File: config.mk
export PLATFORM = sky130hd
export DESIGN_NAME = sram_port_arbiter
export DESIGN_NICKNAME = d
export VERILOG_FILES = /design/src/rtl/sram_arb_pkg.sv /design/src/rtl/sram_tag_fifo.sv /design/src/rtl/sram_port_arbiter.sv
export SDC_FILE = /design/constraint.sdc
export NUM_CORES = 1
export LEC_CHECK = 0
export ABC_AREA = 1
export BUFFER_PORTS_ARGS = -buffer_cell sky130_fd_sc_hd__buf_4
export CELL_PAD_IN_SITES_DETAIL_PLACEMENT = 0
export CELL_PAD_IN_SITES_GLOBAL_PLACEMENT = 1
export CORE_MARGIN = 1
export CORE_UTILIZATION = 29
export DETAILED_ROUTE_END_ITERATION = 16
export PLACE_DENSITY_LB_ADDON = 0.1
export SYNTH_ARGS = -nofsm -noshare
export SYNTH_HDL_FRONTEND = slang
export SYNTH_HIERARCHICAL = 1
export SYNTH_SLANG_ARGS = --single-unit
File: constraint.sdc
create_clock -name BOARD_CLK -period 3.4 [get_ports BOARD_CLK]
set_input_delay 0.68 -clock BOARD_CLK [delete_from_list [all_inputs] [get_ports BOARD_CLK]]
set_output_delay 0.68 -clock BOARD_CLK [all_outputs]
set_load 0.01 [all_outputs]
File: src/rtl/sram_arb_pkg.sv
// Shared widths and types for the SRAM controller request-port arbiter.
package sram_arb_pkg;

  localparam int unsigned SRAM_ADDR_W = 20;
  localparam int unsigned SRAM_DATA_W = 16;

  typedef logic [SRAM_ADDR_W-1:0] sram_addr_t;
  typedef logic [SRAM_DATA_W-1:0] sram_data_t;

  typedef enum logic [1:0] {
    OP_NONE  = 2'b00,
    OP_READ  = 2'b01,
    OP_WRITE = 2'b10
  } sram_op_e;

endpackage

File: src/rtl/sram_tag_fifo.sv
// In-order FIFO of requester IDs for outstanding reads.
// The caller never pushes when full nor pops when empty.
module sram_tag_fifo #(
  parameter int unsigned ID_W  = 2,
  parameter int unsigned DEPTH = 8
) (
  input  logic                   clk_i,
  input  logic                   rst_i,
  input  logic                   push_i,
  input  logic [ID_W-1:0]        push_id_i,
  input  logic                   pop_i,
  output logic [ID_W-1:0]        head_o,
  output logic [$clog2(DEPTH):0] count_o,
  output logic                   full_o,
  output logic                   empty_o
);

  localparam int unsigned PTR_W = $clog2(DEPTH);

  logic [ID_W-1:0]  mem_q [DEPTH];
  logic [PTR_W-1:0] wr_ptr_q;
  logic [PTR_W-1:0] rd_ptr_q;
  logic [PTR_W:0]   count_q;

  always_ff @(posedge clk_i) begin
    if (push_i) begin
      mem_q[wr_ptr_q] <= push_id_i;
    end
  end

  always_ff @(posedge clk_i) begin
    if (rst_i) begin
      wr_ptr_q <= '0;
      rd_ptr_q <= '0;
      count_q  <= '0;
    end else begin
      if (push_i) begin
        wr_ptr_q <= wr_ptr_q + PTR_W'(1);
      end
      if (pop_i) begin
        rd_ptr_q <= rd_ptr_q + PTR_W'(1);
      end
      case ({push_i, pop_i})
        2'b10:   count_q <= count_q + (PTR_W+1)'(1);
        2'b01:   count_q <= count_q - (PTR_W+1)'(1);
        default: count_q <= count_q;
      endcase
    end
  end

  assign head_o  = mem_q[rd_ptr_q];
  assign count_o = count_q;
  assign full_o  = (count_q == (PTR_W+1)'(DEPTH));
  assign empty_o = (count_q == '0);

endmodule

File: src/rtl/sram_port_arbiter.sv
// Round-robin arbiter sharing one SRAM controller request port; read returns are
// steered back by an in-order tag FIFO. Define SRAM_ARB_PRIORITY_EN for requester-0 priority.
module sram_port_arbiter
  import sram_arb_pkg::*;
#(
  parameter int unsigned NUM_REQ   = 4,
  parameter int unsigned TAG_DEPTH = 8
) (
  input  logic                     BOARD_CLK,
  input  logic                     RESET,
  input  logic       [NUM_REQ-1:0] req_valid,
  input  logic       [NUM_REQ-1:0] req_write,
  input  sram_addr_t [NUM_REQ-1:0] req_addr,
  input  sram_data_t [NUM_REQ-1:0] req_wdata,
  output logic       [NUM_REQ-1:0] req_ready,
  input  logic                     q_full,
  output logic                     q_read_req,
  output logic                     q_write_req,
  output sram_addr_t               q_addr,
  output sram_data_t               q_wdata,
  input  logic                     port_rd_valid,
  input  sram_data_t               port_rd_data,
  output logic       [NUM_REQ-1:0] rd_valid,
  output sram_data_t               rd_data,
  output logic                     err_orphan
);

  localparam int unsigned ID_W  = $clog2(NUM_REQ);
  localparam int unsigned CNT_W = $clog2(TAG_DEPTH) + 1;

  logic [ID_W-1:0]    last_grant_q;
  sram_op_e           op_q;
  sram_addr_t         q_addr_q;
  sram_data_t         q_wdata_q;
  logic [NUM_REQ-1:0] rd_valid_q;
  sram_data_t         rd_data_q;
  logic               err_q;

  logic [NUM_REQ-1:0] eligible;
  logic               grant_vld;
  logic [ID_W-1:0]    grant_idx;
  logic               grant_wr;
  logic               lg_upd;
  int unsigned        scan_idx;
  logic [ID_W-1:0]    scan_id;
  logic               rr_ok;

  logic               tag_push;
  logic               tag_pop;
  logic [ID_W-1:0]    tag_head;
  logic [CNT_W-1:0]   tag_count;
  logic               tag_full;
  logic               tag_empty;

  // Read eligibility uses the registered FIFO state, so a same-cycle pop cannot unblock it.
  always_comb begin
    for (int unsigned i = 0; i < NUM_REQ; i++) begin
      eligible[i] = req_valid[i] & ~q_full & (req_write[i] | ~tag_full);
    end
  end

  always_comb begin
    grant_vld = 1'b0;
    grant_idx = '0;
    scan_idx  = 0;
    scan_id   = '0;
    rr_ok     = 1'b0;
    req_ready = '0;
`ifdef SRAM_ARB_PRIORITY_EN
    grant_vld = eligible[0];
`endif
    for (int unsigned k = 1; k <= NUM_REQ; k++) begin
      scan_idx = (32'(last_grant_q) + k) % NUM_REQ;
      scan_id  = ID_W'(scan_idx);
`ifdef SRAM_ARB_PRIORITY_EN
      rr_ok = (scan_id != '0);
`else
      rr_ok = 1'b1;
`endif
      if (!grant_vld && rr_ok && eligible[scan_id]) begin
        grant_vld = 1'b1;
        grant_idx = scan_id;
      end
    end
    if (grant_vld) begin
      req_ready[grant_idx] = 1'b1;
    end
  end

  assign grant_wr = req_write[grant_idx];
  assign tag_push = grant_vld & ~grant_wr;
  assign tag_pop  = port_rd_valid & (tag_count != '0);
`ifdef SRAM_ARB_PRIORITY_EN
  assign lg_upd = grant_vld & (grant_idx != '0);
`else
  assign lg_upd = grant_vld;
`endif

  sram_tag_fifo #(
    .ID_W  (ID_W),
    .DEPTH (TAG_DEPTH)
  ) u_tag_fifo (
    .clk_i     (BOARD_CLK),
    .rst_i     (RESET),
    .push_i    (tag_push),
    .push_id_i (grant_idx),
    .pop_i     (tag_pop),
    .head_o    (tag_head),
    .count_o   (tag_count),
    .full_o    (tag_full),
    .empty_o   (tag_empty)
  );

  always_ff @(posedge BOARD_CLK) begin
    if (RESET) begin
      last_grant_q <= ID_W'(NUM_REQ - 1);
      op_q         <= OP_NONE;
      q_addr_q     <= '0;
      q_wdata_q    <= '0;
      rd_valid_q   <= '0;
      rd_data_q    <= '0;
      err_q        <= 1'b0;
    end else begin
      if (lg_upd) begin
        last_grant_q <= grant_idx;
      end
      if (grant_vld) begin
        op_q      <= grant_wr ? OP_WRITE : OP_READ;
        q_addr_q  <= req_addr[grant_idx];
        q_wdata_q <= grant_wr ? req_wdata[grant_idx] : '0;
      end else begin
        op_q <= OP_NONE;
      end
      rd_valid_q <= '0;
      if (tag_pop) begin
        rd_valid_q[tag_head] <= 1'b1;
        rd_data_q            <= port_rd_data;
      end
      if (port_rd_valid && tag_empty) begin
        err_q <= 1'b1;
      end
    end
  end

  assign q_read_req  = (op_q == OP_READ);
  assign q_write_req = (op_q == OP_WRITE);
  assign q_addr      = q_addr_q;
  assign q_wdata     = q_wdata_q;
  assign rd_valid    = rd_valid_q;
  assign rd_data     = rd_data_q;
  assign err_orphan  = err_q;

endmodule
=== Word level (Yosys, flattened, before mapping) ===
Memory sizes are Yosys's and may differ from the RTL's. A register that Yosys moved wholly into a read port is not among the register bits.
Cells that the tools add are included.

* Bits in registers: 71
* Bits in writable memories: 16
* Input port bits: 172
* Word-level logic and storage cells: 99
* Memories: 1

{| class="wikitable"
|+ Memories
! memory !! depth !! width !! read ports !! clocked after memory_dff !! wr ports !! line !! text
|-
| u_tag_fifo.mem_q || 8 || 2 || 1 || 1 || 1 || sram_tag_fifo.sv:20 || <nowiki>logic [ID_W-1:0] mem_q [DEPTH];</nowiki>
|}

* Add/subtract/negate cells: 8
* $lt $le $gt $ge: 8
* Eq/ne operators: 5
* Muxes and demuxes: 34
* Bitwise gates (word level): 19
* Reduce and logical (&&, ||, !) cells: 14

{| class="wikitable"
|+ Operators with widths
! operator !! count
|-
| $bmux 20 s2 || 1
|-
| $bmux 16 s2 || 1
|-
| $mux 16 || 2
|-
| $mux 20 || 1
|-
| $lt 2x3->1 const B || 6
|-
| $mux 1 || 13
|-
| $and 1x1->1 || 10
|-
| $bmux 1 s2 || 5
|-
| $mux 2 || 5
|-
| $pmux 4 s2 || 1
|-
| $add 3x1->3 const B || 2
|-
| $logic_and 1x1->1 || 6
|-
| $mux 3 || 2
|-
| $not 1->1 || 5
|-
| $add 2x1->2 const B || 2
|-
| $add 2x2->2 const B || 2
|-
| $add 4x1->4 const B || 1
|-
| $demux 1 s2 || 2
|-
| $eq 2x1->1 const B || 2
|-
| $eq 2x2->1 const B || 2
|-
| $eq 4x4->1 const B || 1
|-
| $ge 2x1->1 const B || 2
|-
| $logic_not 4->1 || 1
|-
| $mux 4 || 1
|-
| other kinds (6) || 12
|}

=== Longest topological paths before layout ===
Gate-level depths: netlist (run 1).

* Depth after elaboration: 22
* Gate-level depth with buffers: 27
* Depth with buffers taken out: 26

=== Hierarchy ===
Netlist (run 1), hierarchy kept.

{| class="wikitable"
|+ Modules (own cells, without submodules)
! module !! times used !! cells an instance !! area an instance (µm²)
|-
| sram_port_arbiter || 1 || 666 || 3,902.5
|-
| sram_tag_fifo || 1 || 132 || 1,275.0
|}

=== Least setup slack after synthesis (run 1) ===
OpenSTA, ideal clock, no wires.

* Kind: register to register
* From: reg u_tag_fifo.count_q[3], in the netlist u_tag_fifo/count_o[3]
* To: reg u_tag_fifo.count_q[2], in the netlist u_tag_fifo/count_o[2]
* Setup time: 0.113 ns
* Arrival: 3.362 ns
* Data required time: 3.287 ns
* Setup slack: -0.075 ns
* Stages on the path, launching flop included: 23
* Buffers on the path: 2
* Clock period less this slack: 3.475 ns
* Path through: dfxtp_1 inv_1 nor4_1 nand2_1 nand3_1 nand3_1 nand2_2 nand4_2 buf_4 nand4_1 nand3_1 and2_4 buf_4 nor2_1 inv_2 ha_1 nor2_2 nor2_4 ha_1 a21oi_1 xnor2_1 o21ai_1 inv_1

* Cells in the longest elaborated chain, start to end: 22

{| class="wikitable"
|+ RTL lines
! element !! line !! text
|-
| from (decl) || sram_tag_fifo.sv:23 || <nowiki>logic [PTR_W:0] count_q;</nowiki>
|-
| from (signal assigned) || sram_tag_fifo.sv:44 || <nowiki>2'b10: count_q <= count_q + (PTR_W+1)'(1);</nowiki>
|-
| from (signal assigned) || sram_tag_fifo.sv:45 || <nowiki>2'b01: count_q <= count_q - (PTR_W+1)'(1);</nowiki>
|-
| from (signal assigned) || sram_tag_fifo.sv:46 || <nowiki>default: count_q <= count_q;</nowiki>
|-
| $eq 4x4->1 (*) || sram_tag_fifo.sv:53 || <nowiki>assign full_o = (count_q == (PTR_W+1)'(DEPTH));</nowiki>
|-
| named net tag_full || sram_port_arbiter.sv:52 || <nowiki>logic tag_full;</nowiki>
|-
| $not 1->1 (*) || sram_port_arbiter.sv:58 || <nowiki>eligible[i] = req_valid[i] & ~q_full & (req_write[i] | ~tag_full);</nowiki>
|-
| $or 1x1->1 || sram_port_arbiter.sv:58 ||
|-
| $and 1x1->1 || sram_port_arbiter.sv:58 ||
|-
| $bmux 1 s2 || sram_port_arbiter.sv:80 || <nowiki>if (!grant_vld && rr_ok && eligible[scan_id]) begin</nowiki>
|-
| $mux 1 (implied by the code) || sram_port_arbiter.sv:80 ||
|-
| $mux 1 || sram_port_arbiter.sv:80 ||
|-
| (+8 left out) || -- ||
|-
| $mux 2 || sram_port_arbiter.sv:80 ||
|-
| $bmux 1 s2 || sram_port_arbiter.sv:90 || <nowiki>assign grant_wr = req_write[grant_idx];</nowiki>
|-
| $mux 1 (implied by the code) || sram_port_arbiter.sv:90 ||
|-
| $not 1->1 || sram_port_arbiter.sv:91 || <nowiki>assign tag_push = grant_vld & ~grant_wr;</nowiki>
|-
| $and 1x1->1 (*) || sram_port_arbiter.sv:91 ||
|-
| named net tag_push || sram_port_arbiter.sv:48 || <nowiki>logic tag_push;</nowiki>
|-
| $eq 2x1->1 / $eq 2x2->1 (equally long branches) || sram_tag_fifo.sv:43 || <nowiki>case ({push_i, pop_i})</nowiki>
|-
| $pmux 4 s2 / $reduce_bool 2->1 (equally long branches) || -- ||
|}

Mark *: on every way through the listed nets, which the timed path passes. The rest lies on a longest branch. The select of a mux whose other input is x is not followed.
A chain may end at the register's enable or synchronous reset.

=== Worst setup path in the final report (run 1) ===
* From: reg u_tag_fifo.count_q[0], in the netlist u_tag_fifo/count_o[0]
* To: out req_ready[1]

* Cells in the longest elaborated chain, start to end: 21

{| class="wikitable"
|+ RTL lines
! element !! line !! text
|-
| $eq 4x4->1 (*) || sram_tag_fifo.sv:53 ||
|-
| named net tag_full || sram_port_arbiter.sv:52 ||
|-
| $not 1->1 (*) || sram_port_arbiter.sv:58 ||
|-
| $or 1x1->1 || sram_port_arbiter.sv:58 ||
|-
| $and 1x1->1 || sram_port_arbiter.sv:58 ||
|-
| $bmux 1 s2 || sram_port_arbiter.sv:80 ||
|-
| $mux 1 (implied by the code) || sram_port_arbiter.sv:80 ||
|-
| $mux 1 || sram_port_arbiter.sv:80 ||
|-
| (+6 left out) || -- ||
|-
| $logic_not 1->1 || sram_port_arbiter.sv:80 ||
|-
| $logic_and 1x1->1 || sram_port_arbiter.sv:80 ||
|-
| $mux 2 || sram_port_arbiter.sv:80 ||
|-
| $lt 2x3->1 (implied by the code) / $ge 2x1->1 (equally long branches) || sram_port_arbiter.sv:86 || <nowiki>req_ready[grant_idx] = 1'b1;</nowiki>
|-
| $logic_and 1x1->1 (implied by the code) || sram_port_arbiter.sv:86 ||
|-
| $mux 1 (implied by the code) || sram_port_arbiter.sv:86 ||
|-
| $demux 1 s2 || sram_port_arbiter.sv:86 ||
|-
| $mux 4 (*) || sram_port_arbiter.sv:85 || <nowiki>if (grant_vld) begin</nowiki>
|-
| to (decl) || sram_port_arbiter.sv:15 || <nowiki>output logic [NUM_REQ-1:0] req_ready,</nowiki>
|}

Marked as above.

==> results of run 1 <==
[registers in the layout, indices dropped and copies added (netlist names), named ones only]
signal	count
q_addr	20
q_wdata	16
rd_data	16
u_tag_fifo/mem_q	16
rd_valid	4
u_tag_fifo/count_o	4
u_tag_fifo/rd_ptr_q	3
u_tag_fifo/wr_ptr_q	3
last_grant_q	2
op_q	2
err_orphan	1
[final cells by class]
| class | instances | area (um^2) | share of cell area, % |
|---|---|---|---|
| clock inverters | 6 | 65.1 | 0.859 |
| inverters | 79 | 299 | 3.95 |
| flip-flops and latches | 90 | 1960 | 25.9 |
| clock buffers | 10 | 229 | 3.02 |
| well taps | 225 | 282 | 3.72 |
| repair buffers | 262 | 2010 | 26.5 |
| multi-input cells | 585 | 2730 | 36.0 |
[timing repair]
item,in CTS,in global routing
cloned,0,1
setup endpoints to repair,3,15
gates resized for setup,4,15
endpoints found under the hold margin,0,0
buffers inserted,0,1
pin swaps,0,3
[power groups by stage]
stage / sequential [mW] / clock [mW] / combinational [mW]
final: 1.67 / 1.02 / 5.82
after global placement: 1.69 / 0 / 5.62
after detailed placement: 1.69 / 0 / 5.57
after global routing: 1.71 / 1.08 / 6.62
after CTS: 1.67 / 1.05 / 5.64
after floorplan: 1.73 / 0 / 3.83
[critical path, cell delays in order (launching register included)]
cell     delay (ns)
dfxtp_1        0.32
nor4_2         0.28
buf_4          0.18
nand2_1        0.07
nand3_1        0.14
nand3_1        0.14
nand2_4        0.15
nand2_1        0.06
nor3_1         0.14
nand2_1        0.08
nand2_2        0.12
inv_2          0.06
buf_12         0.19
nand2_1        0.08
inv_1          0.04
buf_4          0.13
[worst min-delay path by stage]
stage	startpoint	end	slack, ns	depth (start not counted)
global route	q_wdata[15]	q_wdata[15]	0.48	2
finish	q_wdata[0]	q_wdata[0]	0.45	2
detailed placement	q_wdata[15]	q_wdata[15]	0.44	2
global placement	q_wdata[12]	q_wdata[12]	0.44	2
floorplan	u_tag_fifo/wr_ptr_q[0]	u_tag_fifo/wr_ptr_q[0]	0.47	2
CTS	q_wdata[15]	q_wdata[15]	0.46	2
[routing by layer]
layer	vias to the layer above	track usage [%]	part of all wire, %
met5	-	0	0
met4	0	5.06	1.1
met3	12	5.42	7.8
met2	152	32.5	49
met1	2520	22.9	42
li1	3003	-	-
[synthesized netlist by cell type (5+ instances only)]
master / n / area share [%]
dfxtp_1: 74 / 29
nand4_1: 23 / 2.8
clkbuf_1: 13 / 0.94
nand3_1: 73 / 7.1
inv_2: 6 / 0.43
inv_1: 72 / 5.2
a22oi_1: 9 / 1.3
edfxtp_1: 16 / 9.3
ha_1: 5 / 1.2
buf_4: 7 / 1.0
o21ai_0: 50 / 4.8
nor2_1: 66 / 4.8
a21oi_1: 9 / 0.87
nand2_1: 309 / 22
nor3_1: 7 / 0.68
buf_2: 21 / 2.0
[kinds of logic (layout without fill, tap and decap cells)]
| family | after synthesis | in the layout |
|---|---|---|
| mux | 2 | 2 |
| buf+inv | 123 | 357 |
| xor+xnor | 6 | 6 |
| compound gates | 78 | 78 |
| flops | 90 | 90 |
| fa+ha+maj | 5 | 5 |
| simple gates | 494 | 494 |
[through the flow]
step | hold WS, ns | cells | TNS (ns) | util [%]
2_1_floorplan | 0.471 | 798 | 0 | -
3_3_place_gp | 0.442 | 1239 | 0 | 41.4
3_5_place_dp | 0.444 | 1239 | 0 | 41.4
4_1_cts | 0.461 | 1255 | 0 | 43.2
5_1_grt | 0.478 | 1257 | -0.0378 | 43.7
6_report | 0.455 | 1257 | 0 | 43.7
==> results.yml, run 1 <==
global_routing:
  grt_max_degree: 62
  grt_usage_pct: 18.9
  grt_pass1_wl_um: 27000
  antenna_found_initial: 0
  grt_overflow_total: 0
  grt_pass1_vias: 5296
synthesis:
  syn_avg_cell_area_um2: 6.49
  netlist_instances: 798
  ys_seq_elements: 90
  synthFlopType: "dfxtp_1"
  synth_edf_count: 16
  yosysWarnings: 6
  async_flop_share_pct: 0
  synthMuxAreaShare_pct: 0.387
  ys_seq_area_share_pct: 37.9
  synthAdderAreaFrac_pct: 1.21
  synth-simple-area-share_pct: 40.3
  syn_area_um2: 5180
  synth_top_family_by_area: "simple AND/OR/NAND/NOR gates"
  synth_xor_area_share_pct: 1.52
  synth-compound-area-share_pct: 8.31
  yosysUniqueCellTypes: 40
  syn_nets: 975
critical_path:
  regToRegEndpoint: "u_tag_fifo/count_o[2]"
  reg2reg_slack_ns: 0.25
  cp-startpoint: "u_tag_fifo/count_o[0]"
  worst_ep_required_time_ns: 2.72
  cp-start-kind: "register"
  r2r_start: "u_tag_fifo/count_o[0]"
  cp-end-kind: "output port"
  critical_path_class: "register to output port"
  critical_path_arrival_ns: 2.52
  crit_fanout: 51
  worstSetupEndpoint: "req_ready[1]"
  reg2regPathDepth: 22
cells_and_area:
  antenna-diode-count: 0
  final_cell_mix: "nand2_1 (307), buf_4 (259), dfxtp_1 (74)"
  nNetsFinal: 1204
  final_area_um2: 7580
  drive_gt1_share_pct: 29.6
  fillCellCount: 1891
  area_growth_pct: 46.4
  final_common_cell: "nand2_1"
power:
  p_total_mw: 8.50
  p_leak_nw: 4.01
  pwr-share-comb_pct: 68.5
  ir_drop_mv: 0.945
  p_int_mw: 4.23
  clock_power_share_pct: 11.9
  power_density_nw_per_um2: 1120
  switchingPower_mw: 4.27
  power_frac_seq_pct: 19.6
  switching_share_pct: 50.2
placement:
  dpl.hpwl_um: 13100
  post-place-ws_ns: 0.0700
  routabilityCongestion: 0.835
  io_buffers: 234
  placed_cell_area_um2: 7180
routing:
  initialDrtViolationCount: 209
  ant_nets: 0
  post-route-drc-count: 0
  dr.pass1.iters: 4
  vias: 5687
  wire_per_inst_um: 13.9
  vias_per_cell: 4.52
  drt_wl_total_um: 17500
timing:
  fmax_mhz: 312
  setup_ws_ns: 0.196
  min_period_ns: 3.20
  maxSlewViolCount: 0
  slew_headroom_pct: 57.6
  worst_pin_slew_ns: 0.636
  setup_violations: 0
  timing.final.crit_share_pct: 94.2
  hold_viol: 0
  clock_skew_ns: 0.00830
  rsz0062_at_grt: "yes"
clocking:
  path_clk_slew_ns: 0.07
  tritoncts: "done"
  clkSinkCount: 90
  clk_latency_ns: 0.34
  cts_root_buffer: "clkbuf_16"
  holdBufCountCts: 0
  clk_path_buf_depth: 2
  htree_levels: 3
  numCtsBuffers: 9
floorplanning:
  num_rows: 48
  core_um2: 17400
  initial_core_util_pct: 29.8
  die_w_um: 136
  fp.dieArea_um2: 18400
  io_pins: 235
  die_h_um: 136
run_status:
  status: "finished clean"
job:
  maxCapViolCount: 0
hold_path:
  min_path_type: "register to register"
(Power assumes the default switching activity.)
==> run 2, diff against run 1 <==
--- a/config.mk
+++ b/config.mk
@@ -5,12 +5,11 @@
 export SDC_FILE = /design/constraint.sdc
 export NUM_CORES = 1
 export LEC_CHECK = 0
-export ABC_AREA = 1
 export BUFFER_PORTS_ARGS = -buffer_cell sky130_fd_sc_hd__buf_4
 export CELL_PAD_IN_SITES_DETAIL_PLACEMENT = 0
 export CELL_PAD_IN_SITES_GLOBAL_PLACEMENT = 1
 export CORE_MARGIN = 1
-export CORE_UTILIZATION = 29
+export CORE_UTILIZATION = 31
 export DETAILED_ROUTE_END_ITERATION = 16
 export PLACE_DENSITY_LB_ADDON = 0.1
 export SYNTH_ARGS = -nofsm -noshare
==> run 2 against run 1 <==
Against the previous run: flip-flop and latch count did not move; combinational power fell by 70%; global-route usage rose by 3.0 points.
==> results.yml, run 2 <==
cells_and_area:
  largest_reg_flops: 20
  nNetsFinal: 963
  antenna-diode-count: 0
  final_common_cell: "buf_4"
  fillCellCount: 1636
  final_cell_mix: "buf_4 (272), dfxtp_1 (72), nand2_1 (52)"
  area_growth_pct: 47.5
  drive_gt1_share_pct: 42.9
clocking:
  clk_latency_ns: 0.35
  path_clk_slew_ns: 0.07
  tritoncts: "done"
  htree_levels: 3
  numCtsBuffers: 9
  clk_path_buf_depth: 2
  holdBufCountCts: 0
  cts_root_buffer: "clkbuf_16"
  clkSinkCount: 90
critical_path:
  reg2reg_slack_ns: 0.07
  cp-start-kind: "register"
  r2r_start: "u_tag_fifo/count_o[2]"
  regToRegEndpoint: "u_tag_fifo/count_o[2]"
  cp-end-kind: "register"
  worstSetupEndpoint: "u_tag_fifo/count_o[2]"
  worst_ep_required_time_ns: 3.68
  cp-startpoint: "u_tag_fifo/count_o[2]"
  reg2regPathDepth: 17
  critical_path_class: "register to register"
  critical_path_arrival_ns: 3.60
  crit_fanout: 5
placement:
  io_buffers: 234
  routabilityCongestion: 0.840
  dpl.hpwl_um: 13800
  post-place-ws_ns: -0.0299
timing:
  fmax_mhz: 300
  worst_pin_slew_ns: 0.579
  slew_headroom_pct: 61.4
  hold_viol: 0
  timing.final.crit_share_pct: 97.9
  setup_ws_ns: 0.0711
  maxSlewViolCount: 0
  rsz0062_at_grt: "yes"
  min_period_ns: 3.33
  clock_skew_ns: 0.0112
  setup_violations: 0
run_status:
  status: "finished clean"
global_routing:
  grt_overflow_total: 0
  grt_max_degree: 42
  grt_pass1_wl_um: 30200
  grt_pass1_vias: 5490
  antenna_found_initial: 0
  grt_usage_pct: 21.9
floorplanning:
  num_rows: 47
  die_w_um: 132
  fp.dieArea_um2: 17500
  initial_core_util_pct: 31.7
  core_um2: 16600
  die_h_um: 132
  io_pins: 235
job:
  maxCapViolCount: 0
synthesis:
  synth_common_cells: "dfxtp_1 (74), nand2_1 (52), a211oi_1 (50), o31a_1 (50), clkbuf_1 (35)"
  ys_seq_area_share_pct: 37.3
  ys_seq_elements: 90
  synth_top_cell_area_share_pct: 28.2
  synth_xor_area_share_pct: 1.00
  synthAdderAreaFrac_pct: 1.19
  yosysWarnings: 6
  async_flop_share_pct: 0
  syn_area_um2: 5260
  netlist_instances: 565
  synth_top_family_by_area: "compound AO/OA/AOI/OAI gates"
  synth-compound-area-share_pct: 34.7
  yosysUniqueCellTypes: 56
  synth-simple-area-share_pct: 16.5
  syn_avg_cell_area_um2: 9.31
  synth_edf_count: 16
  synthFlopType: "dfxtp_1"
  synthMuxAreaShare_pct: 3.21
  syn_nets: 742
  yosysTopAreaCell: "dfxtp_1"
  yosysMostFrequentCell: "dfxtp_1"
  yosys-top-cells-area: "dfxtp_1 (28%), edfxtp_1 (9.1%), o31a_1 (8.3%), a211oi_1 (7.1%), o31ai_1 (4.7%)"
power:
  p_total_mw: 4.17
  power_density_nw_per_um2: 537
  ir_drop_mv: 0.320
  p_leak_nw: 3.24
routing:
  vias: 5622
  wire_per_inst_um: 19.4
  ant_nets: 0
  initialDrtViolationCount: 364
  vias_per_cell: 5.56
  post-route-drc-count: 0
  drt_wl_total_um: 19600
  dr.pass1.iters: 5
hold_path:
  holdPathStages: 2
  min_path_type: "register to register"
run 2: changes by cell type after synthesis, moves of 15 or more:
cell	change
a211oi_1	+48
clkbuf_1	+22
inv_1	-65
nand2_1	-257
nand3_1	-73
nand3b_1	+25
nor2_1	-44
o21ai_0	-48
o31a_1	+50
o31ai_1	+33
o41ai_2	+15
run 2: layer usage:
| layer | part of all wire (%) | GRT usage (%) | vias to the layer above |
|---|---|---|---|
| met3 | 5.5 | 4.00 | 31 |
| met4 | 2.3 | 7.60 | 0 |
| met5 | 0 | 0 | - |
| met2 | 48 | 35.5 | 205 |
| li1 | - | - | 2658 |
| met1 | 44 | 29.1 | 2728 |
run 2: kinds of logic after synthesis:
group / Yosys count
buffers and inverters: 73
adders and majority gates: 5
DFF: 90
AOI/OAI and AO/OA: 223
muxes: 10
and+or+nand+nor: 158
xor gates and xnor gates: 6
run 2: report_power, final:
group | switching [mW] | leakage (nW) | internal, mW
clock network | 0.494 | 0.143 | 0.518
logic | 0.930 | 2.35 | 0.832
registers | 0.116 | 0.754 | 1.28
total | 1.54 | 3.24 | 2.63
run 2: worst min-delay path by stage:
stage	start	endpoint
5_1_grt	rd_data[12]	rd_data[12]
3_3_place_gp	rd_data[0]	rd_data[0]
6_report	rd_data[5]	rd_data[5]
3_5_place_dp	rd_data[5]	rd_data[5]
4_1_cts	rd_data[5]	rd_data[5]
2_1_floorplan	u_tag_fifo/wr_ptr_q[0]	u_tag_fifo/wr_ptr_q[0]
run 2: through the flow:
stage / TNS (ns) / hold slack (ns) / util (%) / cell area (um^2) / cells
2_1_floorplan: -0.138 / 0.462 / - / 5320 / 565
3_3_place_gp: 0 / 0.443 / 44.3 / 7350 / 990
3_5_place_dp: -0.0299 / 0.448 / 44.3 / 7350 / 990
4_1_cts: 0 / 0.459 / 46.3 / 7680 / 1008
5_1_grt: -0.0964 / 0.476 / 46.8 / 7760 / 1011
6_report: 0 / 0.455 / 46.8 / 7760 / 1011
run 2: layout make-up:
class	count	area (um^2)	area share, %
multi-input cells	402	3120	40.2
repair buffers	274	2070	26.7
flip-flops and latches	90	1970	25.4
well taps	220	275	3.55
clock buffers	9	225	2.90
clock inverters	7	72.6	0.935
inverters	9	33.8	0.435
run 2: worst max-delay path: stages (launching register included):
cell	delay [ns]
dfxtp_2	0.35
nor4b_4	0.26
buf_4	0.18
buf_4	0.11
nand2b_1	0.06
a311oi_2	0.37
o21a_2	0.22
o31ai_1	0.08
a32o_2	0.27
nor2b_4	0.13
inv_2	0.09
ha_4	0.13
xor2_1	0.16
ha_2	0.20
a21oi_2	0.04
xor2_1	0.14
or3_1	0.31
a21oi_1	0.14
run 2: timing repair:
action / CTS / global route
endpoints found under the setup margin: 4 / 6
buffers inserted: 2 / 4
cloned: 0 / 0
resized for setup: 2 / 18
pin swaps: 1 / 9
